## src/rtl/fifo_rd_packer.sv

```systemverilog
// -----------------------------------------------------------------------------
// fifo_rd_packer
//
// Read-side consumer for fifo_async. All logic is in the read clock domain.
// The block pops DW-bit entries whenever the FIFO is not empty and packs BEATS
// consecutive entries into one DW*BEATS-bit word. The first popped entry goes
// in the LSBs. Each word is presented on a valid/ready port, for example to a
// bus-width upsizer.
//
// Optional feature: define RD_PACK_FLUSH_EN to add the flush input and the
// out_keep output. With it, a partially filled word can be emitted early.
//
// Parameters
//   DW     width of one FIFO entry (must match fifo_async DW)
//   BEATS  entries per output word, >= 2
//
// Ports
//   r_clk        in   1         read-domain clock, posedge
//   r_rst        in   1         asynchronous active-high reset
//   fifo_empty   in   1         fifo_async empty flag
//   fifo_r_en    out  1         pop strobe to fifo_async
//   fifo_r_data  in   DW        fifo_async registered read data (1-cycle latency)
//   out_valid    out  1         packed word available
//   out_ready    in   1         downstream accepts word
//   out_data     out  DW*BEATS  packed word, first entry in the LSBs
//   flush        in   1         [RD_PACK_FLUSH_EN] emit the partial word
//   out_keep     out  BEATS     [RD_PACK_FLUSH_EN] per-entry valid mask
// -----------------------------------------------------------------------------
module fifo_rd_packer #(
  parameter int DW    = 8,
  parameter int BEATS = 4
) (
  input  logic                r_clk,
  input  logic                r_rst,
  input  logic                fifo_empty,
  output logic                fifo_r_en,
  input  logic [DW-1:0]       fifo_r_data,
  output logic                out_valid,
  input  logic                out_ready,
  output logic [DW*BEATS-1:0] out_data
`ifdef RD_PACK_FLUSH_EN
  ,
  input  logic                flush,
  output logic [BEATS-1:0]    out_keep
`endif
);

  localparam int CW = $clog2(BEATS + 1);
  localparam logic [CW-1:0] BEATS_C = CW'(BEATS);

  localparam logic [0:0] ST_FILL = 1'b0;
  localparam logic [0:0] ST_OUT  = 1'b1;

  logic [0:0]          state;
  logic [CW-1:0]       issued;     // pops requested for the current word
  logic [CW-1:0]       captured;   // entries written into the pack buffer
  logic [CW-1:0]       cap_next;
  logic                rd_pend;    // a pop was issued last cycle; its data is on fifo_r_data now
  logic [DW*BEATS-1:0] pack_q;
  logic [DW*BEATS-1:0] pack_next;
  logic                word_full;
  logic                flush_req;
  logic                flush_done;
  logic                to_out;
  logic                handshake;

  // Merge the data arriving this cycle into the pack buffer.
  // NOTE: every signal written here is given a default value first. Without
  // this, a path that skips an assignment would infer a latch.
  always_comb begin
    pack_next = pack_q;
    cap_next  = captured;
    if (rd_pend) begin
      for (int i = 0; i < BEATS; i++) begin
        if (captured == CW'(i)) pack_next[i*DW +: DW] = fifo_r_data;
      end
      cap_next = captured + CW'(1);
    end
  end

`ifdef RD_PACK_FLUSH_EN
  logic             flush_pend;
  logic [BEATS-1:0] keep_next;

  // A flush is honoured only if something has been popped. It then stays
  // pending until the in-flight read has landed.
  assign flush_req  = (state == ST_FILL) && (flush_pend || (flush && (issued != '0)));
  assign flush_done = flush_req && !rd_pend;

  always_comb begin
    keep_next = '0;
    for (int i = 0; i < BEATS; i++) begin
      keep_next[i] = (CW'(i) < cap_next);
    end
  end

  always_ff @(posedge r_clk or posedge r_rst) begin
    if (r_rst) begin
      flush_pend <= 1'b0;
      out_keep   <= '0;
    end else begin
      flush_pend <= flush_req && !to_out;
      if (to_out) out_keep <= keep_next;
    end
  end
`else
  assign flush_req  = 1'b0;
  assign flush_done = 1'b0;
`endif

  assign word_full = (state == ST_FILL) && (cap_next == BEATS_C);
  assign to_out    = word_full || flush_done;
  assign handshake = (state == ST_OUT) && out_valid && out_ready;

  // Pops are gated while r_rst is held. Any entry popped during reset would
  // be dropped, because rd_pend is forced low.
  assign fifo_r_en = !r_rst && (state == ST_FILL) && !fifo_empty &&
                     (issued < BEATS_C) && !flush_req;

  // NOTE: state registers use non-blocking assignments so that every flop
  // samples pre-edge values. Blocking assignments here would create
  // order-dependent simulation races.
  always_ff @(posedge r_clk or posedge r_rst) begin
    if (r_rst) begin
      state     <= ST_FILL;
      issued    <= '0;
      captured  <= '0;
      rd_pend   <= 1'b0;
      out_valid <= 1'b0;
      out_data  <= '0;
      // NOTE: the pack buffer is reset on purpose, not left as plain storage.
      // A flushed partial word relies on its unfilled slots being zero.
      pack_q    <= '0;
    end else begin
      rd_pend <= fifo_r_en;
      case (state)
        ST_FILL: begin
          if (fifo_r_en) issued <= issued + CW'(1);
          captured <= cap_next;
          if (to_out) begin
            state     <= ST_OUT;
            out_valid <= 1'b1;
            out_data  <= pack_next;
            pack_q    <= '0;
          end else begin
            pack_q <= pack_next;
          end
        end
        ST_OUT: begin
          if (handshake) begin
            state     <= ST_FILL;
            out_valid <= 1'b0;
            issued    <= '0;
            captured  <= '0;
          end
        end
        default: state <= ST_FILL;
      endcase
    end
  end

  // Structural invariants of the pop/capture pipeline and the output port.
  a_no_underflow : assert property (@(posedge r_clk) disable iff (r_rst)
    !(fifo_r_en && fifo_empty));
  a_capture_trails : assert property (@(posedge r_clk) disable iff (r_rst)
    (captured <= issued) && ((issued - captured) <= CW'(1)));
  a_out_stable : assert property (@(posedge r_clk) disable iff (r_rst)
    (out_valid && !out_ready) |=> (out_valid && $stable(out_data)));

endmodule

```

## config.mk

```make
export PLATFORM = sky130hd
export DESIGN_NAME = fifo_rd_packer
export DESIGN_NICKNAME = d
export VERILOG_FILES = /design/src/rtl/fifo_rd_packer.sv
export SDC_FILE = /design/constraint.sdc
export NUM_CORES = 1
export LEC_CHECK = 0
export ABC_AREA = 1
export CAP_MARGIN = 20
export CORE_MARGIN = 2
export CORE_UTILIZATION = 55
export DETAILED_ROUTE_END_ITERATION = 10
export GPL_TIMING_DRIVEN = 0
export PLACE_DENSITY_LB_ADDON = 0.2
export SLEW_MARGIN = 20
export SYNTH_ARGS = -nofsm -noshare
export SYNTH_HDL_FRONTEND = slang
export SYNTH_SLANG_ARGS = --single-unit
```

## constraint.sdc

```tcl
create_clock -name r_clk -period 3.7 [get_ports r_clk]
set_input_delay 0.555 -clock r_clk [delete_from_list [all_inputs] [get_ports r_clk]]
set_output_delay 0.555 -clock r_clk [all_outputs]
set_load 0.1 [all_outputs]
```

==> results of run 1 <==
[cells by family after synthesis]
logic type               Yosys count  synth area share, %
adder cells (fa/ha/maj)            6                 2.09
flip-flops                        73                 50.9
AO/OA/AOI/OAI                      4                0.662
buffers and inverters             42                 6.76
AND/OR/NAND/NOR                  329                 39.6
[power breakdown]
group / switching (mW) / internal [mW]
Combinational: 1.89 / 0.618
Sequential: 0.167 / 1.09
Clock: 0.308 / 0.376
Total: 2.36 / 2.08
[synthesized netlist by cell type, drive strengths merged]
library cell  count  area (µm²)
o22ai             3        18.8
inv              11        41.3
nor2              6        40.0
nand4            24         150
o21ai             1        5.00
buf              25         179
ha                6        75.1
clkbuf            6        22.5
dfrtp            73        1830
nand3            79         400
nand2           220         833
[layer usage]
metal | up-vias | wire, µm | GRT usage, %
li1 | 1587 | - | -
met1 | 1612 | 3830 | 36.2
met2 | 148 | 4350 | 42.5
met3 | 29 | 625 | 5.16
met4 | 0 | 239 | 11.8
met5 | - | 0 | 0
[critical path, delay by kind of cell]
kind          cells  cell delay [ns]
simple gates      1             0.15
buf+inv           4             2.01
[final cells by class]
type	count	share of cell area, %
Clock inverter	6	1.89
Multi-Input combinational cell	339	34.8
Buffer	31	4.60
Timing Repair Buffer	46	10.9
Sequential cell	73	41.7
Inverter	11	1.00
Tap cell	77	2.20
Clock buffer	10	2.91
[how the worst max path moves through the flow]
| stage | start | endpoint | slack [ns] | cells after the start |
|---|---|---|---|---|
| global placement | r_rst | fifo_r_en | -1.55 | 5 |
| detailed placement | r_rst | fifo_r_en | 0.36 | 5 |
| CTS | r_rst | fifo_r_en | 0.36 | 5 |
| global route | r_rst | fifo_r_en | 0.26 | 5 |
| floorplan | r_rst | fifo_r_en | 0.12 | 3 |
| finish | r_rst | fifo_r_en | 0.39 | 5 |
[sequential cells by signal, indices dropped and copies added (netlist names)]
name	cells
captured	3
issued	3
out_data	32
out_valid	1
pack_q	32
rd_pend	1
state	1
[per-stage QoR]
| step | cells | hold WS, ns | power (mW) | cell area, µm² |
|---|---|---|---|---|
| floorplan | 454 | 0.446 | 3.15 | 3590 |
| global placement | 576 | 0.454 | 3.69 | 4140 |
| detailed placement | 577 | 0.458 | 3.75 | 4170 |
| CTS | 593 | 0.477 | 4.44 | 4380 |
| global route | 593 | 0.492 | 4.68 | 4380 |
| finish | 593 | 0.471 | 4.44 | 4380 |
==> flow_summary.ini, run 1 <==
[global_routing]
grt_pass1_vias = 3320
overflow = 0
grt_max_degree = 46
antenna_found_initial = 0
grt_pass1_wl_um = 15300
grt_util_all_layers_pct = 26.8

[sta]
hold_viol_final = 0
rsz0062_at_grt = false
period_minus_slack_ns = 3.31
min_period_over_period_pct = 89.4
worst_pin_slew_ns = 0.968
skew_ns = 0.00806
finalMaxSlewViolations = 0
max_freq_mhz = 302
setup-tns-final_ns = 0
setup_viol = 0
slew_headroom_pct = 35.3
setup_slack_ns = 0.394

[worst_hold_path]
min_to = out_data[9]
min_path_type = flip-flop to flip-flop
hold_path_depth = 2
hp-start = out_data[9]

[setup_path]
cp_slowest_cell = clkdlybuf4s50_1
rr_worst_depth = 10
critPathMaxStageDelay_ns = 1.14
rr_endpoint = out_data[31]
critPathMaxFanout = 30
cp_cell_sequence = clkdlybuf4s50_1 > inv_4 > nand3_1 > inv_1 > clkdlybuf4s50_1
cp.required_ns = 3.14
crit_type = input pin to output port
cp-end-kind = output port
rrSetupSlack_ns = 1.58
arrival_ns = 2.75
r2r_start = captured[2]
crit_path_start_kind = input pin
cpMostUsedCell = clkdlybuf4s50_1

[logic_synthesis]
seq_area_frac_synth_pct = 50.9
synth_nets = 472
synth_cells = 454
avgSynthCellArea_um2 = 7.91
synth-seq-cells = 73
synth_cell_type_count = 19
ys_warn_count = 0
netlist_area_um2 = 3590

[clock_network]
post_cts_resized = 0
clk_pin_slew_ns = 0.07
hold_buffers = 0
clock-root-buffer = clkbuf_8
post_cts_buffers = 0
clock_sinks = 73
clk_path_buf_depth = 2
cts_tree = done
cts_max_level = 3
clkLatencyLatePin_ns = 0.35
numCtsBuffers = 9

[cells_and_area]
drive_gt1_share_pct = 9.11
n_antenna_cell = 0
fin_util_pct = 69.0
regArea_um2 = 1830
num-fill-cells = 520
areaGrowthSynthToFinish_pct = 21.9
final_common_cell = nand2_1
multiInputGateArea_um2 = 1520
final_net_count = 529
final_cell_mix = 219 x nand2_1, 78 x nand3_1, 73 x dfrtp_1, 45 x clkdlybuf4s50_1, 24 x nand4_1

[drt]
wl_per_cell_um = 15.3
remaining_drc_errors = 0
first_pass_iters = 5
avgViaCountPerCell = 5.69
vias = 3376
ant_nets = 0
drtIter0Drc = 326
wl_um = 9050

[floorplanning]
die_w_um = 84.8
die_area_um2 = 7190
num_rows = 29
core_um2 = 6350
start_util_pct = 56.6
ios = 46
die-height_um = 84.8

[flow_run]
cap_violations = 0

[placement]
gp_congestion = 0.922
place_ws_ns = 0.361
place.port_buffers = 45
place_hpwl_um = 6390

[power_and_ir_drop]
p_leak_nw = 2.39
power.density_nw_per_um2 = 1010
peakVddDrop_uv = 637

[status]
status = completed
Power figures use the tool's default switching activity.
==> run 2: changes to the inputs <==
--- a/config.mk
+++ b/config.mk
@@ -11,2 +11,3 @@
 export CORE_UTILIZATION = 55
+export CTS_BUF_LIST = sky130_fd_sc_hd__clkbuf_8 sky130_fd_sc_hd__clkbuf_16
 export DETAILED_ROUTE_END_ITERATION = 10
--- a/constraint.sdc
+++ b/constraint.sdc
@@ -3,2 +3,2 @@
 set_output_delay 0.555 -clock r_clk [all_outputs]
-set_load 0.1 [all_outputs]
+set_load 0.02 [all_outputs]
==> run 2 against run 1 <==
Sequential share of layout area unchanged. Register-to-register slack barely moved. First-iteration DRC count up 4.0%. Worst setup slack gained 0.53 ns. Final cell count unchanged. Hold slack is essentially flat. Critical path depth did not move. Critical endpoint unchanged. Largest power group unchanged.
==> flow_summary.ini, run 2 (synthesis results as in run 1) <==
[setup_path]
cp_slowest_cell = clkdlybuf4s50_1
cp_cell_sequence = clkdlybuf4s50_1 > inv_4 > nand3_1 > inv_1 > clkdlybuf4s50_1
cp-end-kind = output port
crit_path_start_kind = input pin
critPathMaxStageDelay_ns = 0.62
cp.required_ns = 3.14
crit_type = input pin to output port
arrival_ns = 2.22
cpMostUsedCell = clkdlybuf4s50_1
critPathMaxFanout = 30

[sta]
hold_viol_final = 0
setup-tns-final_ns = 0
period_minus_slack_ns = 2.78
min_period_over_period_pct = 75.0
rsz0062_at_grt = false
setup_viol = 0
worst_pin_slew_ns = 0.609
finalMaxSlewViolations = 0
fin_hold_ws_ns = 0.471
max_freq_mhz = 360
skew_ns = 0.00680
slew_headroom_pct = 59.4

[clock_network]
clock-root-buffer = clkbuf_8
clkLatencyLatePin_ns = 0.35
post_cts_resized = 0
cts_tree = done
post_cts_buffers = 0
clk_path_buf_depth = 2
numCtsBuffers = 9
hold_buffers = 0
clock_sinks = 73
cts_max_level = 3
clk_pin_slew_ns = 0.07

[cells_and_area]
regArea_um2 = 1830
n_antenna_cell = 0
areaGrowthSynthToFinish_pct = 21.9
fin_util_pct = 69.0
top_regs = out_data: 32 flops, pack_q: 32 flops
final_cell_mix = 219 x nand2_1, 78 x nand3_1, 73 x dfrtp_1, 45 x clkdlybuf4s50_1, 24 x nand4_1
drive_gt1_share_pct = 9.11
multiInputGateArea_um2 = 1520
num-fill-cells = 520
final_common_cell = nand2_1
final_net_count = 529

[floorplanning]
die-height_um = 84.8
start_util_pct = 56.6
core_um2 = 6350
ios = 46
die_area_um2 = 7190
die_w_um = 84.8
num_rows = 29

[power_and_ir_drop]
power.density_nw_per_um2 = 832
peakVddDrop_uv = 418
p_leak_nw = 2.40

[flow_run]
cap_violations = 0

[drt]
wl_um = 9050
first_pass_iters = 5
wl_per_cell_um = 15.3
vias = 3362
drtIter0Drc = 339
remaining_drc_errors = 0
avgViaCountPerCell = 5.67
ant_nets = 0

[global_routing]
grt_util_all_layers_pct = 26.8
overflow = 0
antenna_found_initial = 0
grt_pass1_wl_um = 15300
grt_pass1_vias = 3320
grt_max_degree = 46

[status]
status = completed

[placement]
gp_congestion = 0.922
place.port_buffers = 45
place_hpwl_um = 6390

[worst_hold_path]
min_path_type = flip-flop to flip-flop
## run 2: cell types whose count changed in the layout (fill, tap and decap cells not counted), sizes merged
cell	previous run	this run
clkbuf	16	15
inv	11	12
## run 2: critical path: cells and delay by family
family	cells	cell delay, ns
and+or+nand+nor	1	0.15
buffers and inverters	4	1.50
## run 2: final cells by class
| cell class | count | area share (%) |
|---|---|---|
| timing repair buffer | 46 | 10.9 |
| buffer | 31 | 4.60 |
| multi-input combinational | 339 | 34.8 |
| clock inverter | 7 | 1.97 |
| tap | 77 | 2.20 |
| inverter | 11 | 1.00 |
| sequential | 73 | 41.7 |
| clock buffer | 9 | 2.83 |
## run 2: power by group
part / internal, mW / switching (mW) / leakage [nW] / total, mW
clock network: 0.374 / 0.309 / 0.110 / 0.682
logic: 0.622 / 1.08 / 1.29 / 1.71
registers: 1.09 / 0.167 / 0.995 / 1.25
## run 2: routing by layer
layer	wire (µm)	track usage (%)	vias to the layer above
met5	0	0	-
met4	265	11.8	0
met3	660	5.16	30
met2	4340	42.5	150
met1	3780	36.2	1596
li1	-	-	1586
## run 2: through the flow
| stage | power, mW | setup WS (ns) | std cells | instance area (µm²) |
|---|---|---|---|---|
| after floorplan | 2.37 | 0.574 | 454 | 3590 |
| after global placement | 2.89 | -1.02 | 576 | 4140 |
| after detailed placement | 2.96 | 0.892 | 577 | 4170 |
| after CTS | 3.64 | 0.887 | 593 | 4380 |
| after global routing | 3.88 | 0.793 | 593 | 4380 |
| final | 3.64 | 0.924 | 593 | 4380 |
## run 2: worst paths after layout
path,cells past startpoint,end,slack (ns),start
max,5,fifo_r_en,0.92,r_rst
min,2,out_data[9],0.47,out_data[9]
max reg2reg,10,out_data[25],1.58,captured[2]
min reg2reg,2,out_data[9],0.47,out_data[9]
max in group asynchronous,3,out_data[9],2.60,r_rst
min in group asynchronous,2,out_data[3],0.54,r_rst
==> run 3: changes to the inputs <==
- clock period: 3.7 -> 2.8 ns (I/O delays scaled with it)
==> run 3 against run 2 <==
Global-route usage rose by 0.43 points. Highest routed layer unchanged. Wire length increased by 1.9%. First-iteration DRC count grew 10%. Sequential share of layout area down 0.58 points. Count of clock-buffer cells in the layout rose by 1. Total power grew 36%. Clock power increased by 48%. Final cell count increased by 0.51%. Critical path depth increased by 2. Clock skew rose by 0.0035 ns. Critical path type unchanged. Design area grew 1.4%. Combinational power up 32%.
==> flow_summary.ini, run 3 (synthesis results as in run 1) <==
[power_and_ir_drop]
power.density_nw_per_um2 = 1110
switching_share_pct = 41.8
switchingPower_mw = 2.06
combPwrFrac_pct = 45.9
total_power_mw = 4.94
p_leak_nw = 2.43
p_int_mw = 2.87
clockPowerShare_pct = 20.4
power_frac_seq_pct = 33.7
peakVddDrop_uv = 607

[cells_and_area]
final_common_cell = nand2_1
final_net_count = 532
stdcell_area_um2 = 4440
n_antenna_cell = 0
drive_gt1_share_pct = 9.83
final_cells = 596
final_cell_mix = 219 x nand2_1, 78 x nand3_1, 73 x dfrtp_1, 44 x clkdlybuf4s50_1, 24 x nand4_1
top_regs = out_data: 32 flops, pack_q: 32 flops
areaGrowthSynthToFinish_pct = 23.6

[clock_network]
hold_buffers = 0
numCtsBuffers = 9
clk_pin_slew_ns = 0.07
clkLatencyLatePin_ns = 0.36
cts_max_level = 3
clk_path_buf_depth = 2
clock_sinks = 73
clock-root-buffer = clkbuf_8
cts_tree = done

[floorplanning]
start_util_pct = 56.6
die_area_um2 = 7190
ios = 46
die-height_um = 84.8
core_um2 = 6350
die_w_um = 84.8
num_rows = 29

[sta]
setup_viol = 0
period_minus_slack_ns = 2.33
skew_ns = 0.0103
hold_viol_final = 0
finalMaxSlewViolations = 0
min_period_over_period_pct = 83.1
rsz0062_at_grt = false
worst_pin_slew_ns = 0.638
max_freq_mhz = 430
fin_hold_ws_ns = 0.471
slew_headroom_pct = 57.2
setup-tns-final_ns = 0

[drt]
wl_um = 9220
ant_nets = 0
drtIter0Drc = 373
vias = 3363
remaining_drc_errors = 0
first_pass_iters = 6
wl_per_cell_um = 15.5
avgViaCountPerCell = 5.64

[setup_path]
crit_cells = 7
cp-end-kind = output port
rrSetupSlack_ns = 0.62
crit_type = input pin to output port
rr_endpoint = out_data[12]
arrival_ns = 1.91
crit_path_end = fifo_r_en
cp.required_ns = 2.38
cp_cell_sequence = clkdlybuf4s50_1 > clkinvlp_4 > buf_12 > buf_12 > nand3_1 > inv_1 > dlymetal6s2s_1
startpoint = r_rst
path_buf_inv = 6
critPathMaxFanout = 25
critPathMaxStageDelay_ns = 0.59
cp_slowest_cell = clkdlybuf4s50_1
cp_top_family = buffers and inverters
r2r_start = captured[2]
rr_worst_depth = 11
crit_path_start_kind = input pin
cpMostUsedCell = buf_12

[global_routing]
grt_pass1_wl_um = 15400
overflow = 0
grt_util_all_layers_pct = 27.2
antenna_found_initial = 0
grt_max_degree = 26
grt_pass1_vias = 3217

[placement]
dpl.cell_count = 578
gp_congestion = 0.907
place.port_buffers = 45
postPlaceCellArea_um2 = 4180
place_hpwl_um = 6390

[flow_run]
cap_violations = 0

[status]
status = completed

[worst_hold_path]
min_path_type = flip-flop to flip-flop
## run 3: tightest hold or removal path: stages, from the launching register on
cell and delay [ns]:
dfrtp_1 0.35, nand2_1 0.05, nand2_1 0.04
## run 3: timing repair
| action | CTS | global route |
|---|---|---|
| resized for setup | 0 | 1 |
| setup endpoints to repair | 1 | 1 |
| buffers inserted | 1 | 0 |
| gates cloned | 1 | 0 |
## run 3: cell type report
type | instances | area [µm²]
clock buffer | 10 | 138
timing repair buffer | 48 | 500
timing repair inverter | 1 | 5.00
clock inverter | 6 | 105
sequential | 73 | 1830
fill | 525 | 1910
multi-input combinational | 339 | 1520
buffer | 31 | 201
inverter | 11 | 45.0
tap | 77 | 96.3
## run 3: routing by layer
layer / global-route usage [%] / part of all wire [%] / routed length, µm
met5: 0 / 0 / 0
met4: 13.1 / 2.1 / 191
met3: 5.16 / 7.4 / 678
met2: 43.8 / 49 / 4520
met1: 35.8 / 41 / 3820
## run 3: stage by stage
| step | util [%] | setup slack [ns] |
|---|---|---|
| after detailed placement | 65.9 | -0.398 |
| after global placement | 65.2 | -1.05 |
| final | 69.9 | 0.472 |
| after global routing | 69.9 | 0.374 |
| after floorplan | - | 0.444 |
| after CTS | 69.9 | 0.0650 |
## run 3: power groups by stage
stage	sequential, mW	combinational, mW	clock, mW
floorplan	1.85	1.28	0
global placement	1.65	2.17	0
detailed placement	1.67	2.24	0
CTS	1.66	2.27	1.02
global route	1.70	2.48	1.06
finish	1.66	2.26	1.01
## run 3: worst min path at each step
stage | depth (start not counted) | end | slack, ns | startpoint
3_3_place_gp | 2 | out_data[23] | 0.45 | out_data[23]
5_1_grt | 2 | pack_q[0] | 0.50 | pack_q[0]
2_1_floorplan | 2 | pack_q[0] | 0.45 | pack_q[0]
6_report | 2 | out_data[28] | 0.47 | out_data[28]
4_1_cts | 2 | out_data[28] | 0.48 | out_data[28]
3_5_place_dp | 2 | out_data[28] | 0.46 | out_data[28]
